<file path="config.mk">
export PLATFORM = sky130hd
export DESIGN_NAME = core_wb_seq
export DESIGN_NICKNAME = d
export VERILOG_FILES = /design/src/rtl/core_pkg.sv /design/src/rtl/core_prio_enc16.sv /design/src/rtl/core_wb_seq.sv
export SDC_FILE = /design/constraint.sdc
export NUM_CORES = 1
export LEC_CHECK = 0
export CAP_MARGIN = 20
export CORE_UTILIZATION = 37
export CTS_BUF_LIST = sky130_fd_sc_hd__clkbuf_16
export DETAILED_ROUTE_END_ITERATION = 8
export PLACE_DENSITY = 0.8
export SLEW_MARGIN = 20
export SYNTH_ARGS = -nofsm -noshare
export SYNTH_HDL_FRONTEND = slang
export SYNTH_SLANG_ARGS = --single-unit
</file>
<file path="constraint.sdc">
create_clock -name clk -period 2.7 [get_ports clk]
set_clock_uncertainty 0.1 [all_clocks]
set_input_delay 0.405 -clock clk [delete_from_list [all_inputs] [get_ports clk]]
set_output_delay 0.405 -clock clk [all_outputs]
set_load 0.02 [all_outputs]
</file>
<file path="src/rtl/core_pkg.sv">
// rtl/core_pkg.sv - shared core types and register-file constants
package core_pkg;

  localparam int CORE_DW   = 32;
  localparam int CORE_NREG = 16;
  localparam int CORE_AW   = $clog2(CORE_NREG);

  typedef logic [CORE_DW-1:0]   word_t;
  typedef logic [CORE_AW-1:0]   reg_addr_t;
  typedef logic [CORE_NREG-1:0] reg_list_t;

  localparam reg_addr_t REG_PC = 4'd15;

  typedef enum logic {
    WB_IDLE = 1'b0,
    WB_LOAD = 1'b1
  } wb_state_e;

endpackage

</file>
<file path="src/rtl/core_prio_enc16.sv">
// rtl/core_prio_enc16.sv - lowest-set-bit encoder over a 16-bit register list
module core_prio_enc16
  import core_pkg::*;
(
  input  reg_list_t list,
  output reg_addr_t addr,
  output logic      none
);

  // Scan downwards so the lowest set bit is the last assignment to win.
  always_comb begin
    addr = '0;
    for (int i = CORE_NREG - 1; i >= 0; i--) begin
      if (list[i]) addr = reg_addr_t'(i);
    end
  end

  assign none = (list == '0);

endmodule

</file>
<file path="src/rtl/core_wb_seq.sv">
// rtl/core_wb_seq.sv - GPR writeback sequencer merging ALU results and LDR/LDM load beats
module core_wb_seq
  import core_pkg::*;
#(
  parameter  int DW   = 32,
  parameter  int NREG = 16,
  localparam int AW   = $clog2(NREG)
) (
  input  logic            clk,
  input  logic            rst_n,
  input  logic            alu_valid,
  output logic            alu_ready,
  input  logic [AW-1:0]   alu_addr,
  input  logic [DW-1:0]   alu_data,
  input  logic            ld_start,
  output logic            ld_ready,
  input  logic [NREG-1:0] ld_reglist,
  input  logic            mem_rvalid,
  input  logic [DW-1:0]   mem_rdata,
  output logic            ld_done,
  output logic            ld_err,
  output logic            wb,
  output logic [AW-1:0]   wb_addr,
  output logic [DW-1:0]   wb_data,
  output logic            pc_wr
);

  wb_state_e state;
  reg_list_t list;
  reg_list_t list_rest;
  reg_addr_t beat_addr;
  logic      list_empty;

  core_prio_enc16 u_enc (
    .list (list),
    .addr (beat_addr),
    .none (list_empty)
  );

  assign list_rest = list & ~(reg_list_t'(1) << beat_addr);
  assign ld_ready  = (state == WB_IDLE);
  // Memory beats own the write port whenever a load is in flight.
  assign alu_ready = !(state == WB_LOAD && mem_rvalid);

  always_ff @(posedge clk) begin
    if (!rst_n) begin
      state   <= WB_IDLE;
      list    <= '0;
      wb      <= 1'b0;
      wb_addr <= '0;
      wb_data <= '0;
      pc_wr   <= 1'b0;
      ld_done <= 1'b0;
      ld_err  <= 1'b0;
    end else begin
      wb      <= 1'b0;
      pc_wr   <= 1'b0;
      ld_done <= 1'b0;
      ld_err  <= 1'b0;
      case (state)
        WB_IDLE: begin
          // A beat in IDLE (including the ld_start cycle) is stray and dropped.
          ld_err <= mem_rvalid;
          if (ld_start) begin
            if (ld_reglist != '0) begin
              list  <= ld_reglist;
              state <= WB_LOAD;
            end else begin
              ld_done <= 1'b1;
            end
          end
          if (alu_valid) begin
            wb      <= 1'b1;
            wb_addr <= alu_addr;
            wb_data <= alu_data;
            pc_wr   <= (alu_addr == REG_PC);
          end
        end
        WB_LOAD: begin
          if (mem_rvalid) begin
            if (!list_empty) begin
              wb      <= 1'b1;
              wb_addr <= beat_addr;
              wb_data <= mem_rdata;
              pc_wr   <= (beat_addr == REG_PC);
              list    <= list_rest;
              if (list_rest == '0) begin
                ld_done <= 1'b1;
                state   <= WB_IDLE;
              end
            end
          end else if (alu_valid) begin
            wb      <= 1'b1;
            wb_addr <= alu_addr;
            wb_data <= alu_data;
            pc_wr   <= (alu_addr == REG_PC);
          end
        end
        default: state <= WB_IDLE;
      endcase
    end
  end

endmodule

</file>
==> flow_summary.yaml <==
run_status:
  run_status: "finished, final reports clean"
placement:
  gp_congestion: 0.934
  port_buffers: 130
  post_placement_worst_setup_slack_ps: 29.4
  place_inst: 598
  detailed_place_hpwl_mm: 7.64
sta:
  finalMaxSlewViolations: 0
  timing.final.crit_share_pct: 97.9
  unrepaired_setup_endpoints_after_global_routing: "true"
  final_setup_violating_endpoints: 0
  min_period_ps: 2640
  timing.final.hold_violations: 0
  max_clk_rate_ghz: 0.378
  timing_worst_slew_pin_value_ps: 665
  setup_slack_ps: 56.6
  slew_headroom_pct: 55.3
final_layout:
  n_antenna_cell: 0
  instances_no_fill: 616
  post_route_cells_drive_above_1_share_pct: 13.9
  filler_cell_count: 657
  fin_nets: 601
  layout-area-overhead-vs-synth_pct: 70.9
grt:
  grt-ovfl-total: 0
  wire_length_of_the_first_global_routing_pass_mm: 16.1
  maximum_number_of_pins_on_one_net_before_global_route_repair: 29
  first_global_vias: 3343
  grt_usage_pct: 26.7
  antenna_found_initial: 0
setup_path:
  r2r-start: "list[15]"
  worstPathRequired_ps: 2810
  max_fanout_on_critical_path: 4
  end_kind: "register"
  cp_top_family: "compound AO/OA/AOI/OAI gates"
  cp_slowest_stage_delay_ps: 420
  worst-path-buf-inv: 1
  criticalPathCategory: "register to register"
  worstSetupStartpoint: "list[15]"
  worst_ep_arrival_time_ps: 2750
  worst_setup_path_start_kind: "register"
  slowest_stage: "sky130_fd_sc_hd__dfxtp_1"
  cp_cell_sequence: "nor2_1, o31ai_1, buf_4, a32oi_1, a2111oi_2, nand3_1, nor4_2, nand4_1, a22o_1"
synthesis:
  synth_top_area_share_pct: 40.8
  synth_area_leaders: "sky130_fd_sc_hd__dfxtp_1, sky130_fd_sc_hd__nor2_1, sky130_fd_sc_hd__o221ai_1, sky130_fd_sc_hd__a21oi_1, sky130_fd_sc_hd__nand2_1"
  mappedNetlistNets: 442
  netlist_area_before_placement_sq_mm: 0.00280
  synth_seq_area_share_pct: 40.8
  ys_warn_count: 0
  yosys.cell_count.top_type: "sky130_fd_sc_hd__nor2_1"
  synthesis.area_per_instance_sq_um: 7.92
  postSynthRegisterBits: 57
  postSynthCellCount: 353
  netlist_top_cells_count: "sky130_fd_sc_hd__nor2_1, sky130_fd_sc_hd__dfxtp_1, sky130_fd_sc_hd__o221ai_1"
  synthArstFlopShare_pct: 0
  yosys.cell_types.count: 51
  ys.flop_type: "sky130_fd_sc_hd__dfxtp_1"
  synth.largest_area_cell: "sky130_fd_sc_hd__dfxtp_1"
  synth_enable_flop_cells: 0
drt:
  vias_per_cell: 5.59
  detailroute.via_count: 3445
  wire_per_inst_microns: 16.4
  routed_wl_mm: 10.1
  drtIter0Drc: 270
  postRouteAntennaNets: 0
  first_pass_iteration_count_of_the_detailed_router: 5
  remaining_drc_errors: 0
job:
  maximum_capacitance_violations: 0
die:
  placeableCoreArea_sq_mm: 0.00729
  die_h_microns: 88.9
  top_level_ports: 131
  start_util_pct: 38.3
  rows: 31
  die_area_sq_mm: 0.00791
  die-width_microns: 88.9
clock_tree:
  cts_tree: "built"
  clockRootBuffer: "sky130_fd_sc_hd__clkbuf_16"
  clock_tree.htree_level_count: 3
  ctsLongestPathBuffers: 2
  clk-insertion-delay-late_ps: 320
  cts_hold_buf: 0
  clock-sinks: 57
  cts-buffers-inserted: 9
  cts.reportedPaths.clkPinSlew_ps: 50
pwr:
  max-vdd-ir-drop_uv: 396
  p_per_area_mw_per_mm2: 692
  p_leak_nw: 1.84
hold_path:
  timing.hold.worst.class: "register to register"
  holdCritStartpoint: "wb_data[31]"
layout by cell type, fill, tap and decap left out, types with 2 or more instances in the layout:
| master | instances |
|---|---|
| sky130_fd_sc_hd__nor4_2 | 2 |
| sky130_fd_sc_hd__clkbuf_16 | 9 |
| sky130_fd_sc_hd__a31oi_1 | 6 |
| sky130_fd_sc_hd__nand3_1 | 8 |
| sky130_fd_sc_hd__a2111oi_2 | 2 |
| sky130_fd_sc_hd__nand2_1 | 25 |
| sky130_fd_sc_hd__nand4_1 | 2 |
| sky130_fd_sc_hd__clkinv_1 | 3 |
| sky130_fd_sc_hd__nor4_1 | 9 |
| sky130_fd_sc_hd__or4_4 | 2 |
| sky130_fd_sc_hd__o221ai_1 | 26 |
| sky130_fd_sc_hd__o31ai_1 | 3 |
| sky130_fd_sc_hd__nor3_1 | 5 |
| sky130_fd_sc_hd__dfxtp_1 | 55 |
| sky130_fd_sc_hd__o22ai_1 | 5 |
| sky130_fd_sc_hd__nor2b_1 | 2 |
| sky130_fd_sc_hd__a22oi_1 | 12 |
| sky130_fd_sc_hd__a41oi_1 | 3 |
| sky130_fd_sc_hd__a21oi_1 | 24 |
| sky130_fd_sc_hd__clkdlybuf4s50_1 | 130 |
| sky130_fd_sc_hd__bufinv_16 | 3 |
| sky130_fd_sc_hd__and2_1 | 2 |
| sky130_fd_sc_hd__a22o_1 | 2 |
| sky130_fd_sc_hd__a21o_1 | 4 |
| sky130_fd_sc_hd__o21ai_1 | 2 |
| sky130_fd_sc_hd__nor2_1 | 88 |
| sky130_fd_sc_hd__buf_4 | 41 |
| sky130_fd_sc_hd__inv_1 | 7 |
| sky130_fd_sc_hd__o21ai_0 | 9 |
path summary, 6_finish.rpt:
path	slack (ps)	end	cells past startpoint
worst min register to register	350	wb_data[31]	2
worst min-delay path	350	wb_data[31]	2
worst max register to register	60	state	9
worst max-delay path	60	state	9
final cells by class:
cell class	instances	area, sq um	area share (%)
clock buffer	9	225	4.71
clock inverter	7	109	2.28
inverter	7	26.3	0.550
multi-input combinational	265	1520	31.8
sequential	57	1150	24.0
tap	99	124	2.59
timing repair buffer	172	1630	34.1
metal layers:
layer / track usage [%] / wire [microns] / vias to the layer above
li1: - / - / 1635
met1: 32.5 / 4080 / 1604
met2: 43.6 / 4800 / 179
met3: 9.51 / 974 / 27
met4: 9.67 / 268 / 0
met5: 0 / 0 / -
registers in the layout, indices dropped and copies added, names as in the netlist:
register  flops
wb            1
wb_data      32
wb_addr       4
list         16
pc_wr         1
state         1
ld_err        1
ld_done       1
power breakdown:
part | switching (mW) | internal (mW)
Combinational | 0.539 | 0.512
Sequential | 0.0611 | 0.928
Clock | 0.378 | 0.890
logic make-up (layout without fill, tap and decap cells):
family          after synthesis  after routing  synth area share (%)
compound gates              112            112                  28.9
buf+inv                      31            195                  5.55
flops                        57             57                  40.8
simple gates                153            153                  24.8
worst min-delay path, stage by stage, from the launching register on:
cell                      delay, ps
sky130_fd_sc_hd__dfxtp_1        300
sky130_fd_sc_hd__nand2_1         50
sky130_fd_sc_hd__a21oi_1         50
through the flow:
| stage | hold WS, ps | setup TNS, ps | area (sq um) | utilization [%] | power, mW |
|---|---|---|---|---|---|
| 3_5_place_dp | 349 | 0 | 4410 | 60.4 | 2.02 |
| 5_1_grt | 371 | -92.4 | 4780 | 65.5 | 3.46 |
| 6_report | 354 | 0 | 4780 | 65.5 | 3.31 |
| 4_1_cts | 356 | 0 | 4740 | 65.1 | 3.30 |
| 3_3_place_gp | 343 | 0 | 4410 | 60.4 | 2.02 |
| 2_1_floorplan | 392 | 0 | 2800 | - | 1.52 |
timing repair:
item,4_1_cts,5_1_grt
setup buffers,0,2
cloned,0,0
pin swaps,0,7
gates resized for setup,1,6
setup endpoints to repair,1,2
Note: power is estimated with default switching activity, not from simulation.
